$ cat src/rtl/mem_arb_pkg.sv
// Shared types and default constants for the fetch/data memory port arbiter.
package mem_arb_pkg;

    localparam int DEF_ADDR_W         = 32;
    localparam int DEF_DATA_W         = 32;
    localparam int DEF_TIMEOUT_CYCLES = 255;

    typedef enum logic [1:0] {
        IDLE  = 2'd0,
        ISSUE = 2'd1,
        WAIT  = 2'd2,
        RESP  = 2'd3
    } state_t;

    typedef enum logic {
        OWN_I = 1'b0,
        OWN_D = 1'b1
    } owner_t;

endpackage

$ cat src/rtl/mem_arb_pick.sv
// Combinational winner selection between fetch and data requests.
// MEM_ARB_RR_EN selects round-robin on contention; otherwise D always beats I.
module mem_arb_pick
    import mem_arb_pkg::*;
(
    input  logic   i_req,
    input  logic   d_req,
    input  logic   last_d,
    output owner_t owner,
    output logic   valid
);

`ifdef MEM_ARB_RR_EN
    always_comb begin
        valid = i_req | d_req;
        owner = OWN_I;
        if (i_req && d_req)
            owner = last_d ? OWN_I : OWN_D;
        else if (d_req)
            owner = OWN_D;
    end
`else
    logic unused_last_d;
    assign unused_last_d = last_d;

    always_comb begin
        valid = i_req | d_req;
        owner = d_req ? OWN_D : OWN_I;
    end
`endif

endmodule

$ cat src/rtl/mem_port_arbiter.sv
// Serialises fetch and load/store ports onto one memory port, with a watchdog.
// Define MEM_ARB_RR_EN for round-robin arbitration (default: fixed D-over-I).
module mem_port_arbiter
    import mem_arb_pkg::*;
#(
    parameter int ADDR_W         = DEF_ADDR_W,
    parameter int DATA_W         = DEF_DATA_W,
    parameter int TIMEOUT_CYCLES = DEF_TIMEOUT_CYCLES
) (
    input  logic                clk,
    input  logic                reset,
    input  logic                i_req,
    input  logic [ADDR_W-1:0]   i_addr,
    output logic                i_gnt,
    output logic                i_rvalid,
    output logic [DATA_W-1:0]   i_rdata,
    output logic                i_err,
    input  logic                d_req,
    input  logic [ADDR_W-1:0]   d_addr,
    input  logic [DATA_W/8-1:0] d_we,
    input  logic [DATA_W-1:0]   d_wdata,
    output logic                d_gnt,
    output logic                d_rvalid,
    output logic [DATA_W-1:0]   d_rdata,
    output logic                d_err,
    output logic                m_req,
    output logic [ADDR_W-1:0]   m_addr,
    output logic [DATA_W/8-1:0] m_we,
    output logic [DATA_W-1:0]   m_wdata,
    input  logic                m_ready,
    input  logic                m_rvalid,
    input  logic [DATA_W-1:0]   m_rdata
);

    localparam int CNT_W = (TIMEOUT_CYCLES > 2) ? $clog2(TIMEOUT_CYCLES) : 1;

    state_t             state;
    owner_t             own;
    logic [CNT_W-1:0]   tcnt;
    logic               last_d;
    logic               pick_valid;
    owner_t             pick_owner;
    logic               grant;
    logic               timeout;
    logic               done;
    logic               done_err;
    logic [DATA_W-1:0]  done_data;

    mem_arb_pick u_pick (
        .i_req  (i_req),
        .d_req  (d_req),
        .last_d (last_d),
        .owner  (pick_owner),
        .valid  (pick_valid)
    );

    // Grants are the only combinational outputs; masked during reset.
    assign grant = !reset && (state == IDLE) && pick_valid;
    assign i_gnt = grant && (pick_owner == OWN_I);
    assign d_gnt = grant && (pick_owner == OWN_D);

    assign timeout = (tcnt == CNT_W'(TIMEOUT_CYCLES - 1));

    // A real completion or advance in the final cycle wins over the watchdog.
    always_comb begin
        done      = 1'b0;
        done_err  = 1'b0;
        done_data = '0;
        case (state)
            ISSUE: if (!m_ready && timeout) begin
                done     = 1'b1;
                done_err = 1'b1;
            end
            WAIT: begin
                if (m_rvalid) begin
                    done      = 1'b1;
                    done_data = m_rdata;
                end else if (timeout) begin
                    done     = 1'b1;
                    done_err = 1'b1;
                end
            end
            default: ;
        endcase
    end

`ifdef MEM_ARB_RR_EN
    always_ff @(posedge clk) begin
        if (reset)
            last_d <= 1'b0;
        else if (grant)
            last_d <= (pick_owner == OWN_D);
    end
`else
    assign last_d = 1'b0;
`endif

    always_ff @(posedge clk) begin
        if (reset) begin
            state    <= IDLE;
            own      <= OWN_I;
            tcnt     <= '0;
            m_req    <= 1'b0;
            m_addr   <= '0;
            m_we     <= '0;
            m_wdata  <= '0;
            i_rvalid <= 1'b0;
            i_rdata  <= '0;
            i_err    <= 1'b0;
            d_rvalid <= 1'b0;
            d_rdata  <= '0;
            d_err    <= 1'b0;
        end else begin
            i_rvalid <= 1'b0;
            d_rvalid <= 1'b0;
            case (state)
                IDLE: if (grant) begin
                    own   <= pick_owner;
                    state <= ISSUE;
                    m_req <= 1'b1;
                    tcnt  <= '0;
                    if (pick_owner == OWN_D) begin
                        m_addr  <= d_addr;
                        m_we    <= d_we;
                        m_wdata <= d_wdata;
                    end else begin
                        m_addr  <= i_addr;
                        m_we    <= '0;
                        m_wdata <= '0;
                    end
                end
                ISSUE: begin
                    tcnt <= tcnt + 1'b1;
                    if (m_ready) begin
                        m_req <= 1'b0;
                        state <= WAIT;
                    end
                end
                WAIT: tcnt <= tcnt + 1'b1;
                RESP: state <= IDLE;
                default: state <= IDLE;
            endcase

            if (done) begin
                state <= RESP;
                m_req <= 1'b0;
                if (own == OWN_D) begin
                    d_rvalid <= 1'b1;
                    d_rdata  <= done_data;
                    d_err    <= done_err;
                end else begin
                    i_rvalid <= 1'b1;
                    i_rdata  <= done_data;
                    i_err    <= done_err;
                end
            end
        end
    end

endmodule

$ cat config.mk
export PLATFORM = sky130hd
export DESIGN_NAME = mem_port_arbiter
export DESIGN_NICKNAME = d
export VERILOG_FILES = /design/src/rtl/mem_arb_pkg.sv /design/src/rtl/mem_arb_pick.sv /design/src/rtl/mem_port_arbiter.sv
export SDC_FILE = /design/constraint.sdc
export NUM_CORES = 1
export LEC_CHECK = 0
export CAP_MARGIN = 20
export CORE_ASPECT_RATIO = 1.4
export CORE_MARGIN = 5
export CORE_UTILIZATION = 45
export CTS_BUF_LIST = sky130_fd_sc_hd__clkbuf_16
export CTS_CLUSTER_DIAMETER = 50
export DETAILED_ROUTE_END_ITERATION = 8
export GPL_TIMING_DRIVEN = 0
export PLACE_DENSITY = 0.95
export SKIP_CTS_REPAIR_TIMING = 1
export SYNTH_ARGS = -nofsm -noshare
export SYNTH_HDL_FRONTEND = slang
export SYNTH_HIERARCHICAL = 1
export SYNTH_SLANG_ARGS = --single-unit
$ cat constraint.sdc
create_clock -name clk -period 5.5 [get_ports clk]
set_input_delay 0.825 -clock clk [delete_from_list [all_inputs] [get_ports clk]]
set_output_delay 0.825 -clock clk [all_outputs]
set_load 0.05 [all_outputs]
==> results of run 1 <==
## power breakdown
part	total (uW)	internal, uW	switching [uW]
registers	1220	1170	56.7
logic	1010	359	656
clock network	1140	672	471
## flip-flops by register name (all words and copies together), names as in the netlist
register / cells
m_we: 4
d_rvalid: 1
own: 1
state: 2
m_addr: 32
tcnt: 8
d_rdata: 32
i_rdata: 32
d_err: 1
i_rvalid: 1
m_wdata: 32
m_req: 1
i_err: 1
## metal layers
layer	routed length [um]	vias up
met2	9930	266
met1	6830	2688
li1	-	2796
met5	0	-
met4	709	0
met3	1790	46
## final cells by class
type / instances / area, um^2
buffer: 52 / 256
timing repair buffer: 275 / 2750
tap: 178 / 223
clock buffer: 17 / 425
clock inverter: 15 / 158
fill: 875 / 3430
sequential: 148 / 2960
multi-input combinational: 441 / 2690
inverter: 8 / 30.0
## cell usage in the layout, fill, tap and decap left out, types with 2 or more instances in the layout
master           instances
buf_6                    7
buf_1                    5
buf_2                    4
nand2_1                138
bufinv_16                2
ha_1                     6
clkbuf_16               17
nor2b_1                  3
a21o_1                   2
and2_1                   5
inv_1                   11
dfxtp_1                148
nand2b_1                 5
a211oi_1                32
xor2_1                   4
o21ai_0                  7
o2111ai_1                3
and3_1                   2
nand3_1                 37
mux2i_1                 96
a21oi_1                 41
nand4_1                  2
clkdlybuf4s50_1        275
clkinvlp_4               4
nor2_1                  43
clkbuf_1                35
inv_6                    4
## stage by stage
step | util | instance area [um^2]
6_report | 0.735 | 9500
5_1_grt | 0.735 | 9500
4_1_cts | 0.735 | 9500
3_5_place_dp | 0.689 | 8920
3_3_place_gp | 0.689 | 8920
2_1_floorplan | - | 5940
## final timing paths
check / slack [ns] / from / to
setup reg to reg: 3.24 / state[0]$_SDFFE_PP0P_ / i_rdata[29]$_SDFFE_PP0P_
hold reg to reg: 0.45 / m_wdata[25]$_SDFFE_PP0P_ / m_wdata[25]$_SDFFE_PP0P_
setup / recovery: 1.49 / d_req / d_gnt
hold / removal: 0.45 / m_wdata[25]$_SDFFE_PP0P_ / m_wdata[25]$_SDFFE_PP0P_
## worst max-delay path: stages
cell and delay (ns):
clkdlybuf4s50_1 0.47, buf_4 0.10, clkbuf_1 0.32, clkbuf_1 0.41, and2_1 0.21, clkdlybuf4s50_1 0.84
==> summary.md, run 1 <==
| Metric | Value |
|---|---|
| Hold Crit Class | reg -> reg |
| TritonCTS clock tree | yes |
| Worst-skew pair later-pin latency | 0.41 ns |
| Vias in the first global route | 6087 |
| Setup_tns | 0 ns |
| Status | completed |
| GRT Max-Usage Layer | met2 |
| Total power | 3380 uW |
| Unrepaired setup endpoints after global routing | false |
| Cell Area, Synth | 5940 um^2 |
| Worst setup path class | in -> out |
| Critical Path Sink Type | primary output |
| WP data required | 4.68 ns |
| Dpl hpwl | 15200 um |
| Fmax | 250 MHz |
| H-tree depth | 4 |
| Max cap viols | 0 |
| Arrival time worst endpoint | 3.18 ns |
| Ant diodes | 0 |
| First-pass GRT wire length | 29800 um |
| DR DRC count | 0 |
| PnR worst setup slack | 1.49 ns |
| Crit start category | input pin |
| TritonRoute pass-1 iters | 4 |
| Reg clk slew, reported paths | 0.06 ns |
| Layout cell share with drive strength beyond 1 | 0.0450 |
| Slew margin rel. | 0.587 |
| Avg WL per Cell | 17.0 um |
| Setup Skew | 0.0174 ns |
| Inserted Clock Buffers | 17 |
| 1st-iter DRT viols | 269 |
| Setup Viol. Count Final | 0 |
| Tot GR Track Use | 0.240 |
| Clk buf depth | 2 |
| IR drop worst, VDD | 271 uV |
| Worst Path Max Fanout | 10 |
| Reg2Reg Depth | 7 |
| Worst Tran Pin Value | 0.619 ns |
| IO buf count | 275 |
| Die W | 107 um |
| Area Growth Syn to Fin | 59.9% |
| Layout Cells excl Fill | 1134 |
| Root buf cell | clkbuf_16 |
| Setup WS pre-CTS | 1.46 ns |
| Slew Viols, Final | 0 |
| Syn nets | 793 |
| Yosys Warn Count | 6 |
| Clock sink count | 148 |
| Final worst-path cycle share | 0.728 |
| Inst Count DP | 1102 |
| Power Density | 356 nW/um^2 |
| Row count | 49 |
| Syn Inst Count | 649 |
| Avg Cell Area, Syn | 9.16 um^2 |
| Grt total ovfl | 0 |
| Met2 Track Usage GR | 0.444 |
| Met3 GRT Util | 0.0768 |
| Largest net degree at the start of global routing | 17 |
| Core area | 12900 um^2 |
| Drt total wl | 19300 um |
| Hold Slack | 0.450 ns |
| GR Util met1 | 0.237 |
| Min cycle time layout | 4.01 ns |
| Final Hold Viols | 0 |
| Static Leak | 0.00364 uW |
| Initial antenna violation count | 0 |
| Worst Hold Depth | 2 |
| Nets | 1087 |
| Die Span Y | 146 um |
| Vias per cell | 5.11 |
| Initial Util | 0.459 |
| Boundary Pins | 277 |
| Antenna Violating Nets Remaining | 0 |
| Die area | 15600 um^2 |
| GP Congestion | 0.851 |
| Total number of vias | 5796 |
(Power assumes the default switching activity.)
==> run 2, diff against run 1 <==
--- a/config.mk
+++ b/config.mk
@@ -8,12 +8,12 @@
 export CAP_MARGIN = 20
 export CORE_ASPECT_RATIO = 1.4
 export CORE_MARGIN = 5
-export CORE_UTILIZATION = 45
+export CORE_UTILIZATION = 37
 export CTS_BUF_LIST = sky130_fd_sc_hd__clkbuf_16
 export CTS_CLUSTER_DIAMETER = 50
 export DETAILED_ROUTE_END_ITERATION = 8
 export GPL_TIMING_DRIVEN = 0
-export PLACE_DENSITY = 0.95
+export PLACE_DENSITY = 0.87
 export SKIP_CTS_REPAIR_TIMING = 1
 export SYNTH_ARGS = -nofsm -noshare
 export SYNTH_HDL_FRONTEND = slang
==> constraint.sdc (replaced) <==
create_clock -name clk -period 3.65 [get_ports clk]
set_input_delay 0.5475 -clock clk [delete_from_list [all_inputs] [get_ports clk]]
set_output_delay 0.5475 -clock clk [all_outputs]
set_load 0.05 [all_outputs]
==> run 2 against run 1 <==
Compared with the run above:
- utilization shrank 13 points
- routed wire length shrank 3.0%
- worst hold slack better by 0.00085 ns
- first-iteration DRC count down 1.5%
- global-route usage fell by 4.1 points
==> summary.md, run 2 (same netlist as run 1, synthesis figures left out) <==
| Metric | Value |
|---|---|
| Slowest cell delay on critical path | 0.83 ns |
| Post-route cell area | 9510 um^2 |
| Initial Util | 0.379 |
| Inst Count DP | 1120 |
| Final Hold Viols | 0 |
| CP Cell Sequence | clkdlybuf4s50_1 > buf_4 > clkbuf_1 > clkbuf_1 > and2_1 > clkdlybuf4s50_1 |
| Slowest-stage cell, CP | clkdlybuf4s50_1 |
| Net Switching | 1740 uW |
| Largest net degree at the start of global routing | 17 |
| First-pass GRT wire length | 29400 um |
| Crit path buffers/inverters | 5 |
| Setup_tns | 0 ns |
| Layout cell share with drive strength beyond 1 | 0.0429 |
| Static Leak | 0.00364 uW |
| Power share of the clock group | 0.334 |
| DR DRC count | 0 |
| Worst Path Max Fanout | 10 |
| Combinational share of power | 0.301 |
| Vias in the first global route | 5784 |
| Switching Fraction | 0.345 |
| Final worst-path cycle share | 0.955 |
| Setup Skew | 0.00968 ns |
| WP data required | 3.10 ns |
| Area Growth Syn to Fin | 60.0% |
| Sequential Power Share | 0.365 |
| Inserted Clock Buffers | 17 |
| Layout Cells excl Fill | 1152 |
| GP Congestion | 0.856 |
| Worst setup path class | in -> out |
| Fmax | 287 MHz |
| Ant diodes | 0 |
| TritonRoute pass-1 iters | 6 |
| Boundary Pins | 277 |
| Worst Tran Pin Value | 0.659 ns |
| Setup Viol. Count Final | 0 |
| Commonest non-fill, non-tap cell in the layout | clkdlybuf4s50_1 |
| Max cap viols | 0 |
| Slew margin rel. | 0.561 |
| Critical Path Sink Type | primary output |
| Clock sink count | 148 |
| Die Span Y | 160 um |
| Vias per cell | 4.89 |
| Pint | 3300 uW |
| Most frequent cells in the layout | clkdlybuf4s50_1 (275), dfxtp_1 (148), nand2_1 (138), mux2i_1 (96), nor2_1 (43) |
| Die W | 117 um |
| Cell depth of the worst setup path | 6 |
| Antenna Violating Nets Remaining | 0 |
| Grt total ovfl | 0 |
| IO buf count | 275 |
| Tot GR Track Use | 0.199 |
| Root buf cell | clkbuf_16 |
| Die area | 18700 um^2 |
| Clk buf depth | 2 |
| Reg clk slew, reported paths | 0.06 ns |
| Arrival time worst endpoint | 2.94 ns |
| Core area | 15700 um^2 |
| IR drop worst, VDD | 381 uV |
| TritonCTS clock tree | yes |
| Reg2Reg Depth | 7 |
| Drt total wl | 18700 um |
| Status | completed |
| Nets | 1087 |
| Dpl hpwl | 14700 um |
| Initial antenna violation count | 0 |
| Row count | 54 |
| Family with the most delay on the worst path | buffers and inverters |
| Worst-skew pair later-pin latency | 0.42 ns |
| 1st-iter DRT viols | 265 |
| Min cycle time layout | 3.48 ns |
| Power Density | 530 nW/um^2 |
| Crit start category | input pin |
| Post-DP Area | 8940 um^2 |
| Total number of vias | 5630 |
| Slew Viols, Final | 0 |
| Worst Hold Depth | 2 |
| Hold Crit Class | reg -> reg |
| Unrepaired setup endpoints after global routing | false |
| Avg WL per Cell | 16.2 um |
| H-tree depth | 4 |
==> run 2: changes by cell type in the layout (fill, tap and decap cells not counted) <==
cell        change
clkinv_4        +3
clkinvlp_4      -2
inv_6           -2
clkinv_1        +1
clkinv_8        -1
inv_1           +1
==> run 2: final timing paths <==
kind	start	slack, ns	endpoint
setup / recovery	d_req	0.17	d_gnt
hold / removal	m_wdata[24]$_SDFFE_PP0P_	0.45	m_wdata[24]$_SDFFE_PP0P_
setup reg to reg	state[0]$_SDFFE_PP0P_	1.43	i_rdata[7]$_SDFFE_PP0P_
hold reg to reg	m_wdata[24]$_SDFFE_PP0P_	0.45	m_wdata[24]$_SDFFE_PP0P_
==> run 2: power by group through the flow <==
| stage | Sequential (uW) | Clock, uW | Combinational [uW] |
|---|---|---|---|
| floorplan | 2320 | 0 | 488 |
| global placement | 1870 | 0 | 1510 |
| detailed placement | 1870 | 0 | 1530 |
| CTS | 1840 | 1720 | 1530 |
| global route | 1860 | 1790 | 1630 |
| finish | 1840 | 1680 | 1520 |
==> run 2: layout make-up <==
cell class	instances	area, um^2
well taps	196	245
clock inverters	15	143
plain buffers	52	256
clock buffers	17	425
inverters	8	30.0
flip-flops and latches	148	2960
repair buffers	275	2750
multi-input cells	441	2690
fillers	1308	6170
==> run 2: stage by stage <==
step                       util  hold slack (ns)  total power [uW]  setup WS, ns
after floorplan               -            0.458              2810         0.976
after global placement    0.570            0.437              3380         0.133
after detailed placement  0.570            0.443              3400         0.131
after CTS                 0.607            0.451              5090         0.126
after global routing      0.607            0.464              5280        0.0639
final                     0.607            0.451              5040         0.165
==> run 2: routing by layer <==
metal	GRT usage	up-vias	share of wire	wire length [um]
li1	-	2802	-	-
met1	0.208	2553	0.36	6810
met2	0.351	241	0.51	9510
met3	0.0765	34	0.10	1900
met4	0.0767	0	0.025	469
met5	0	-	0	0
==> run 2: worst min-delay path, stage by stage (launching register included) <==
cell and delay, ns:
dfxtp_1 0.31, nand2_1 0.05, a21oi_1 0.05
==> run 3, diff against run 2 <==
==> constraint.sdc (replaced) <==
create_clock -name clk -period 2.9 [get_ports clk]
set_input_delay 0.435 -clock clk [delete_from_list [all_inputs] [get_ports clk]]
set_output_delay 0.435 -clock clk [all_outputs]
set_load 0.05 [all_outputs]
==> run 3 against run 2 <==
Compared with the run above:
- cell area about the same
- global-route usage unchanged
- flip-flop and latch count unchanged
- clock power up 26%
- via count about the same
- combinational power up 26%
- worst hold slack about the same
- critical path depth unchanged
- highest routed layer unchanged
==> summary.md, run 3 (same netlist as run 1, synthesis figures left out) <==
| Metric | Value |
|---|---|
| Root buf cell | clkbuf_16 |
| 1st-iter DRT viols | 248 |
| Crit. Startpoint | d_req |
| Total number of vias | 5628 |
| GP Congestion | 0.856 |
| Vias in the first global route | 5784 |
| Setup Viol. Count Final | 0 |
| Worst-skew pair later-pin latency | 0.42 ns |
| Grt total ovfl | 0 |
| Slowest-stage cell, CP | clkdlybuf4s50_1 |
| Post-Route Utilization | 0.607 |
| Reg2Reg Depth | 7 |
| Most frequent cells in the layout | clkdlybuf4s50_1 (273), dfxtp_1 (148), nand2_1 (138), mux2i_1 (96), nor2_1 (43) |
| Ant diodes | 0 |
| Worst Tran Pin Value | 0.659 ns |
| Cell depth of the worst setup path | 6 |
| Family with the most delay on the worst path | buffers and inverters |
| TritonRoute pass-1 iters | 5 |
| Fmax | 366 MHz |
| Final worst-path cycle share | 0.941 |
| R2R Path End | i_rdata[7]$_SDFFE_PP0P_ |
| Slowest cell delay on critical path | 0.48 ns |
| Core area | 15700 um^2 |
| CP Cell Sequence | clkdlybuf4s50_1 > buf_4 > clkbuf_1 > clkbuf_2 > and2_1 > dlymetal6s2s_1 |
| Crit start category | input pin |
| Inserted Clock Buffers | 17 |
| Die Span Y | 160 um |
| FF/Latch Area | 2960 um^2 |
| Reg clk slew, reported paths | 0.06 ns |
| Row count | 54 |
| Static Leak | 0.00366 uW |
| Hold Crit Class | reg -> reg |
| Largest net degree at the start of global routing | 17 |
| Crit path buffers/inverters | 5 |
| Drt total wl | 18700 um |
| Tot GR Track Use | 0.199 |
| Max cap viols | 0 |
| TritonCTS clock tree | yes |
| Slew margin rel. | 0.560 |
| Antenna Violating Nets Remaining | 0 |
| Initial Util | 0.379 |
| Worst r2r src | state[0]$_SDFFE_PP0P_ |
| Crit path capture | d_gnt |
| Setup_tns | 0 ns |
| Dpl hpwl | 14700 um |
| Vias per cell | 4.89 |
| Power Density | 667 nW/um^2 |
| Min cycle time layout | 2.73 ns |
| Area Growth Syn to Fin | 60.0% |
| Status | completed |
| Clock sink count | 148 |
| First-pass GRT wire length | 29400 um |
| Setup Skew | 0.00912 ns |
| Final Hold Viols | 0 |
| Avg WL per Cell | 16.2 um |
| IO buf count | 275 |
| R2r setup slk | 0.68 ns |
| Critical Path Sink Type | primary output |
| Die area | 18700 um^2 |
| Nets | 1087 |
| Layout cell share with drive strength beyond 1 | 0.0450 |
| H-tree depth | 4 |
| Clk buf depth | 2 |
| Unrepaired setup endpoints after global routing | false |
| Boundary Pins | 277 |
| Commonest non-fill, non-tap cell in the layout | clkdlybuf4s50_1 |
| Fill count | 1308 |
| Worst setup path class | in -> out |
| Worst Path Max Fanout | 10 |
| Arrival time worst endpoint | 2.30 ns |
| Slew Viols, Final | 0 |
| Area of the multi-input gates | 2690 um^2 |
| Die W | 117 um |
| WP data required | 2.47 ns |
| Initial antenna violation count | 0 |
| IR drop worst, VDD | 480 uV |
| DR DRC count | 0 |
==> run 3: cell types whose count changed in the layout (fill, tap and decap cells not counted), sizes merged <==
cell,previous run,this run
clkdlybuf4s50,275,273
clkbuf,52,53
dlymetal6s2s,0,1
==> run 3: tightest hold or removal path, cell delays in order (launching register included) <==
cell	delay, ns
dfxtp_1	0.31
nand2_1	0.05
a21oi_1	0.05
==> run 3: worst min-delay path by stage <==
stage / slack, ns / endpoint / start / depth (start not counted)
after floorplan: 0.46 / tcnt[7]$_SDFFE_PP0P_ / tcnt[7]$_SDFFE_PP0P_ / 2
after global placement: 0.44 / m_wdata[1]$_SDFFE_PP0P_ / m_wdata[1]$_SDFFE_PP0P_ / 2
after detailed placement: 0.44 / m_wdata[7]$_SDFFE_PP0P_ / m_wdata[7]$_SDFFE_PP0P_ / 2
final: 0.45 / m_wdata[24]$_SDFFE_PP0P_ / m_wdata[24]$_SDFFE_PP0P_ / 2
after CTS: 0.45 / m_wdata[7]$_SDFFE_PP0P_ / m_wdata[7]$_SDFFE_PP0P_ / 2
after global routing: 0.46 / m_wdata[7]$_SDFFE_PP0P_ / m_wdata[7]$_SDFFE_PP0P_ / 2
==> run 3: per-layer routing <==
| layer | vias up | GRT usage | wire, um |
|---|---|---|---|
| li1 | 2802 | - | - |
| met1 | 2542 | 0.208 | 6820 |
| met2 | 248 | 0.351 | 9470 |
| met3 | 36 | 0.0765 | 1920 |
| met4 | 0 | 0.0767 | 478 |
| met5 | - | 0 | 0 |
==> run 3: cell type report <==
cell class              instances  area share
plain buffers                  52      0.0271
clock buffers                  17      0.0447
multi-input cells             441       0.283
clock inverters                15      0.0150
inverters                       8     0.00316
well taps                     196      0.0258
repair buffers                275       0.289
flip-flops and latches        148       0.312
==> run 3: where the power goes <==
| part | leakage [uW] | total (uW) | switching (uW) | internal [uW] |
|---|---|---|---|---|
| registers | 0.00121 | 2320 | 101 | 2220 |
| logic | 0.00217 | 1910 | 1230 | 679 |
| clock network | 0.000286 | 2120 | 860 | 1260 |
| total | 0.00366 | 6340 | 2190 | 4150 |
==> run 3: metrics by stage <==
step	cell area (um^2)	cells	power, uW	worst slack (ns)	hold slack (ns)
after floorplan	5940	649	3540	0.451	0.458
after global placement	8940	1120	4250	-0.392	0.437
after detailed placement	8940	1120	4280	-0.394	0.443
after CTS	9510	1152	6410	-0.399	0.451
after global routing	9510	1152	6640	0.0597	0.464
final	9510	1152	6340	0.170	0.450
